### src/rtl/nios_upc_nios2_qsys_0_oci_dct_drain.sv
// rtl/nios_upc_nios2_qsys_0_oci_dct_drain.sv - drains captured DCT trace buffers one code per transfer
// Active shift register plus a single-entry hold slot for back-to-back buffers.
module nios_upc_nios2_qsys_0_oci_dct_drain #(
  parameter int CODE_W = 2,
  parameter int DEPTH  = 15,
  parameter int CNT_W  = 4
) (
  input  logic                      clk,
  input  logic                      reset,
  input  logic [CODE_W*DEPTH-1:0]   dct_buffer,
  input  logic [CNT_W-1:0]          dct_count,
  input  logic                      dct_load,
  output logic                      dct_ready,
  input  logic                      flush,
  output logic [CODE_W-1:0]         code_data,
  output logic                      code_valid,
  input  logic                      code_ready,
  output logic                      code_last,
  output logic                      busy,
  output logic                      overflow,
  output logic [7:0]                frame_count
);

  localparam int BUF_W = CODE_W * DEPTH;

  typedef enum logic {IDLE, SHIFT} state_t;

  state_t             state, state_n;
  logic [BUF_W-1:0]   act_data, act_data_n;
  logic [CNT_W-1:0]   act_rem, act_rem_n;
  logic [BUF_W-1:0]   hold_data, hold_data_n;
  logic [CNT_W-1:0]   hold_cnt, hold_cnt_n;
  logic               hold_valid, hold_valid_n;
  logic               overflow_n;
  logic [7:0]         frame_n;

  logic accept, load_nz, xfer, last_xfer;

  always_ff @(posedge clk) begin
    if (reset) begin
      state       <= IDLE;
      act_data    <= '0;
      act_rem     <= '0;
      hold_data   <= '0;
      hold_cnt    <= '0;
      hold_valid  <= 1'b0;
      overflow    <= 1'b0;
      frame_count <= 8'd0;
    end else begin
      state       <= state_n;
      act_data    <= act_data_n;
      act_rem     <= act_rem_n;
      hold_data   <= hold_data_n;
      hold_cnt    <= hold_cnt_n;
      hold_valid  <= hold_valid_n;
      overflow    <= overflow_n;
      frame_count <= frame_n;
    end
  end

  always_comb begin
    dct_ready  = !hold_valid && !reset;
    code_valid = (state == SHIFT);
    code_data  = code_valid ? act_data[CODE_W-1:0] : '0;
    code_last  = code_valid && (act_rem == CNT_W'(1));
    busy       = code_valid || hold_valid;

    accept    = dct_load && dct_ready && !flush;
    load_nz   = accept && (dct_count != '0);
    xfer      = code_valid && code_ready;
    last_xfer = xfer && (act_rem == CNT_W'(1));

    state_n      = state;
    act_data_n   = act_data;
    act_rem_n    = act_rem;
    hold_data_n  = hold_data;
    hold_cnt_n   = hold_cnt;
    hold_valid_n = hold_valid;
    frame_n      = frame_count;
    overflow_n   = overflow || (dct_load && !dct_ready && !flush);

    // flush wins over any load or transfer in the same cycle, and never counts a frame
    if (flush) begin
      state_n      = IDLE;
      hold_valid_n = 1'b0;
    end else begin
      case (state)
        IDLE: begin
          if (load_nz) begin
            act_data_n = dct_buffer;
            act_rem_n  = dct_count;
            state_n    = SHIFT;
          end
        end
        SHIFT: begin
          if (last_xfer) begin
            frame_n = frame_count + 8'd1;
            if (hold_valid) begin
              act_data_n   = hold_data;
              act_rem_n    = hold_cnt;
              hold_valid_n = 1'b0;
            end else if (load_nz) begin
              act_data_n = dct_buffer;
              act_rem_n  = dct_count;
            end else begin
              state_n = IDLE;
            end
          end else begin
            if (xfer) begin
              act_data_n = act_data >> CODE_W;
              act_rem_n  = act_rem - CNT_W'(1);
            end
            if (load_nz) begin
              hold_data_n  = dct_buffer;
              hold_cnt_n   = dct_count;
              hold_valid_n = 1'b1;
            end
          end
        end
        default: state_n = IDLE;
      endcase
    end
  end

  always_ff @(posedge clk) begin
    if (!reset && accept) begin
      assert (int'(dct_count) <= DEPTH);
    end
  end

endmodule

### config.mk
export PLATFORM = sky130hd
export DESIGN_NAME = nios_upc_nios2_qsys_0_oci_dct_drain
export DESIGN_NICKNAME = d
export VERILOG_FILES = /design/src/rtl/nios_upc_nios2_qsys_0_oci_dct_drain.sv
export SDC_FILE = /design/constraint.sdc
export NUM_CORES = 1
export LEC_CHECK = 0
export CAP_MARGIN = 20
export CORE_ASPECT_RATIO = 1.1
export CORE_MARGIN = 4
export CORE_UTILIZATION = 32
export DETAILED_ROUTE_END_ITERATION = 8
export PLACE_DENSITY_LB_ADDON = 0.1
export SKIP_LAST_GASP = 1
export SLEW_MARGIN = 40
export SYNTH_ARGS = -nofsm -noshare
export SYNTH_HDL_FRONTEND = slang
export SYNTH_SLANG_ARGS = --single-unit
### constraint.sdc
create_clock -name clk -period 3.8 [get_ports clk]
set_input_delay 0.76 -clock clk [delete_from_list [all_inputs] [get_ports clk]]
set_output_delay 0.76 -clock clk [all_outputs]
set_load 0.01 [all_outputs]
==> impl_metrics.tcl <==
set metrics [dict create \
    syn_area_per_cell_um2 8.93 \
    syn_area_mm2 0.00383 \
    path_clk_slew_ps 60 \
    fin_crit_ps 2730 \
    ys_top_cells_by_area "dfxtp_1, mux2i_1, nand3_1" \
    grt_overflow 0 \
    num-nets-final 507 \
    grt_pass1_wl_um 17200 \
    worst-r2r-cell-count 5 \
    setup-violations-final 0 \
    rsz0062_at_grt "no" \
    regToRegEndpoint "act_data[8]" \
    synthesis.nets 471 \
    start_kind "register" \
    worstHoldPathType "register to register" \
    synthArstFlopShare 0 \
    critPathMaxFanout 9 \
    grt_pass1_vias 3270 \
    rows 41 \
    place_hpwl_um 6350 \
    drv_slew 0 \
    ys.flop_type "dfxtp_1" \
    area_growth_syn_to_layout_pct 23.4 \
    p_per_area_mw_per_mm2 391 \
    cts_tree "done" \
    r2r-start "code_valid" \
    multi_input_area_mm2 0.00201 \
    fillers 1209 \
    die-area_mm2 0.0138 \
    yosys.area.top_type "dfxtp_1" \
    drt_wl_total_um 10300 \
    grt_start_max_net_pins 62 \
    period_share 0.718 \
    status "finished, final reports clean" \
    yosys_warnings 0 \
    worstPathArrival_ps 1970 \
    clockBufferDepth 2 \
    core_mm2 0.0116 \
    peakVddDrop_uv 141 \
    postCtsHoldBufs 0 \
    cts_root_buffer "clkbuf_16" \
    vias 3253 \
    synth_edf_count 0 \
    first_pass_iters 4 \
    fin_area_mm2 0.00473 \
    crit_path_end "code_last" \
    place_area_mm2 0.00443 \
    seq_area_mm2 0.00158 \
    postSynthCellCount 429 \
    detail-route-antenna-nets 0 \
    vias_per_cell 5.26 \
    hold_violations 0 \
    htree_levels 3 \
    fin_worst_skew_ps 5.62 \
    drc 0 \
    pin_count 54 \
    diodes 0 \
    ys_types 49 \
    die-width_um 112 \
    crit_type "register to output pin" \
    cts_made_buffers 9 \
    max_freq_ghz 0.366 \
    worstMarginPinSlew_ps 713 \
    initial_core_util 0.330 \
    yosysSeqAreaShare 0.413 \
    postCtsSetupRepairBufs 0 \
    drt_iter0_drc 221 \
    cap_violations 0 \
    endpoint_kind "output pin" \
    port_buffers 53 \
    min_from "hold_cnt[1]" \
    max-slew-margin-rel 0.525 \
    r2r_slack_ps 1480 \
    grt_util_all_layers 0.155 \
    cp-startpoint "act_rem[2]" \
    antenna_found_initial 0 \
    routedWlPerCell_um 16.7 \
    clock_latency_ps 330 \
    cp.required_ps 3040 \
    power.leakage_nw 1.92 \
    die_h_um 123 \
    cts_sinks 79 \
    yosys.area.top_type_share 0.413 \
    finalWeightedCongestion 0.761 \
    cts_resized 0 \
    ys_ff_latch 79 \
    drive_gt1_frac 0.0832 \
    setup_tns_ps 0 \
]
## critical path, stage by stage (launching register included)
cell and delay (ps):
dfxtp_1 380, or3b_1 570, nor2_1 140, clkdlybuf4s50_1 550
## sequential cells by signal, summed over array words and instances (netlist names)
name	count
hold_data	30
act_rem	4
act_data	30
hold_valid	1
overflow	1
code_valid	1
hold_cnt	4
frame_count	8
## area by class of cell
type                       instances  share of cell area
multi-input combinational        300               0.425
sequential                        79               0.335
timing repair buffer              64               0.129
clock buffer                      12              0.0543
tap                              150              0.0397
clock inverter                     3             0.00900
inverter                          11             0.00874
## routing by layer
metal,vias to the layer above,part of all wire,GRT usage
met3,10,0.037,0.0330
met4,0,0.017,0.0616
met1,1568,0.48,0.209
li1,1618,-,-
met5,-,0,0
met2,57,0.46,0.243
## report_power, final
group | internal (mW) | leakage [nW] | switching (mW) | total, mW
Sequential | 0.838 | 0.638 | 0.00639 | 0.845
Combinational | 0.0640 | 1.14 | 0.0664 | 0.130
Clock | 0.540 | 0.145 | 0.333 | 0.873
Total | 1.44 | 1.92 | 0.406 | 1.85
## Yosys cell counts (4+ instances only)
| cell type | instances |
|---|---|
| nor3_1 | 5 |
| xnor2_1 | 6 |
| nor2b_1 | 4 |
| clkbuf_1 | 21 |
| nand4_1 | 6 |
| dfxtp_1 | 79 |
| nor2_1 | 48 |
| and2b_1 | 25 |
| a21oi_1 | 35 |
| mux2i_1 | 35 |
| nand3_1 | 63 |
| buf_2 | 5 |
| a221o_1 | 30 |
| inv_1 | 11 |
## kinds of logic after synthesis
group           count (synthesis)  share of synthesized area
compound gates                 83                      0.162
xor+xnor                        7                     0.0160
fa+ha+maj                       3                    0.00980
buf+inv                        50                     0.0683
flops                          79                      0.413
mux                            35                     0.0914
simple gates                  172                      0.240
## worst min-delay path by stage
stage                          to  slack (ps)  cells past startpoint
floorplan             hold_cnt[0]         460                      2
global placement    hold_data[11]         480                      2
detailed placement  hold_data[27]         490                      2
CTS                 hold_data[27]         500                      2
global route         hold_data[8]         520                      2
finish                hold_cnt[1]         500                      2
## placed cells by master (no fill, tap or decap), types with 3 or more instances in the layout
cell type         n
a21oi_1          35
a221o_1          30
and2_1            3
and2b_1          25
buf_4            11
clkbuf_16         9
clkdlybuf4s50_1  52
dfxtp_1          79
ha_1              3
inv_1            11
mux2i_1          35
nand2_1           3
nand3_1          63
nand4_1           6
nor2_1           48
nor2b_1           4
nor3_1            5
xnor2_1           6
## stage by stage
step                      power [mW]  setup slack (ps)  hold WS [ps]  std cells   util
final                           1.85              1070           496        619  0.408
after floorplan                0.922              1200           463        429      -
after detailed placement       0.994               814           485        604  0.382
after CTS                       1.87              1040           502        619  0.408
after global placement         0.994               553           477        604  0.382
after global routing            1.92               971           521        619  0.408
Power figures use the tool's default switching activity.
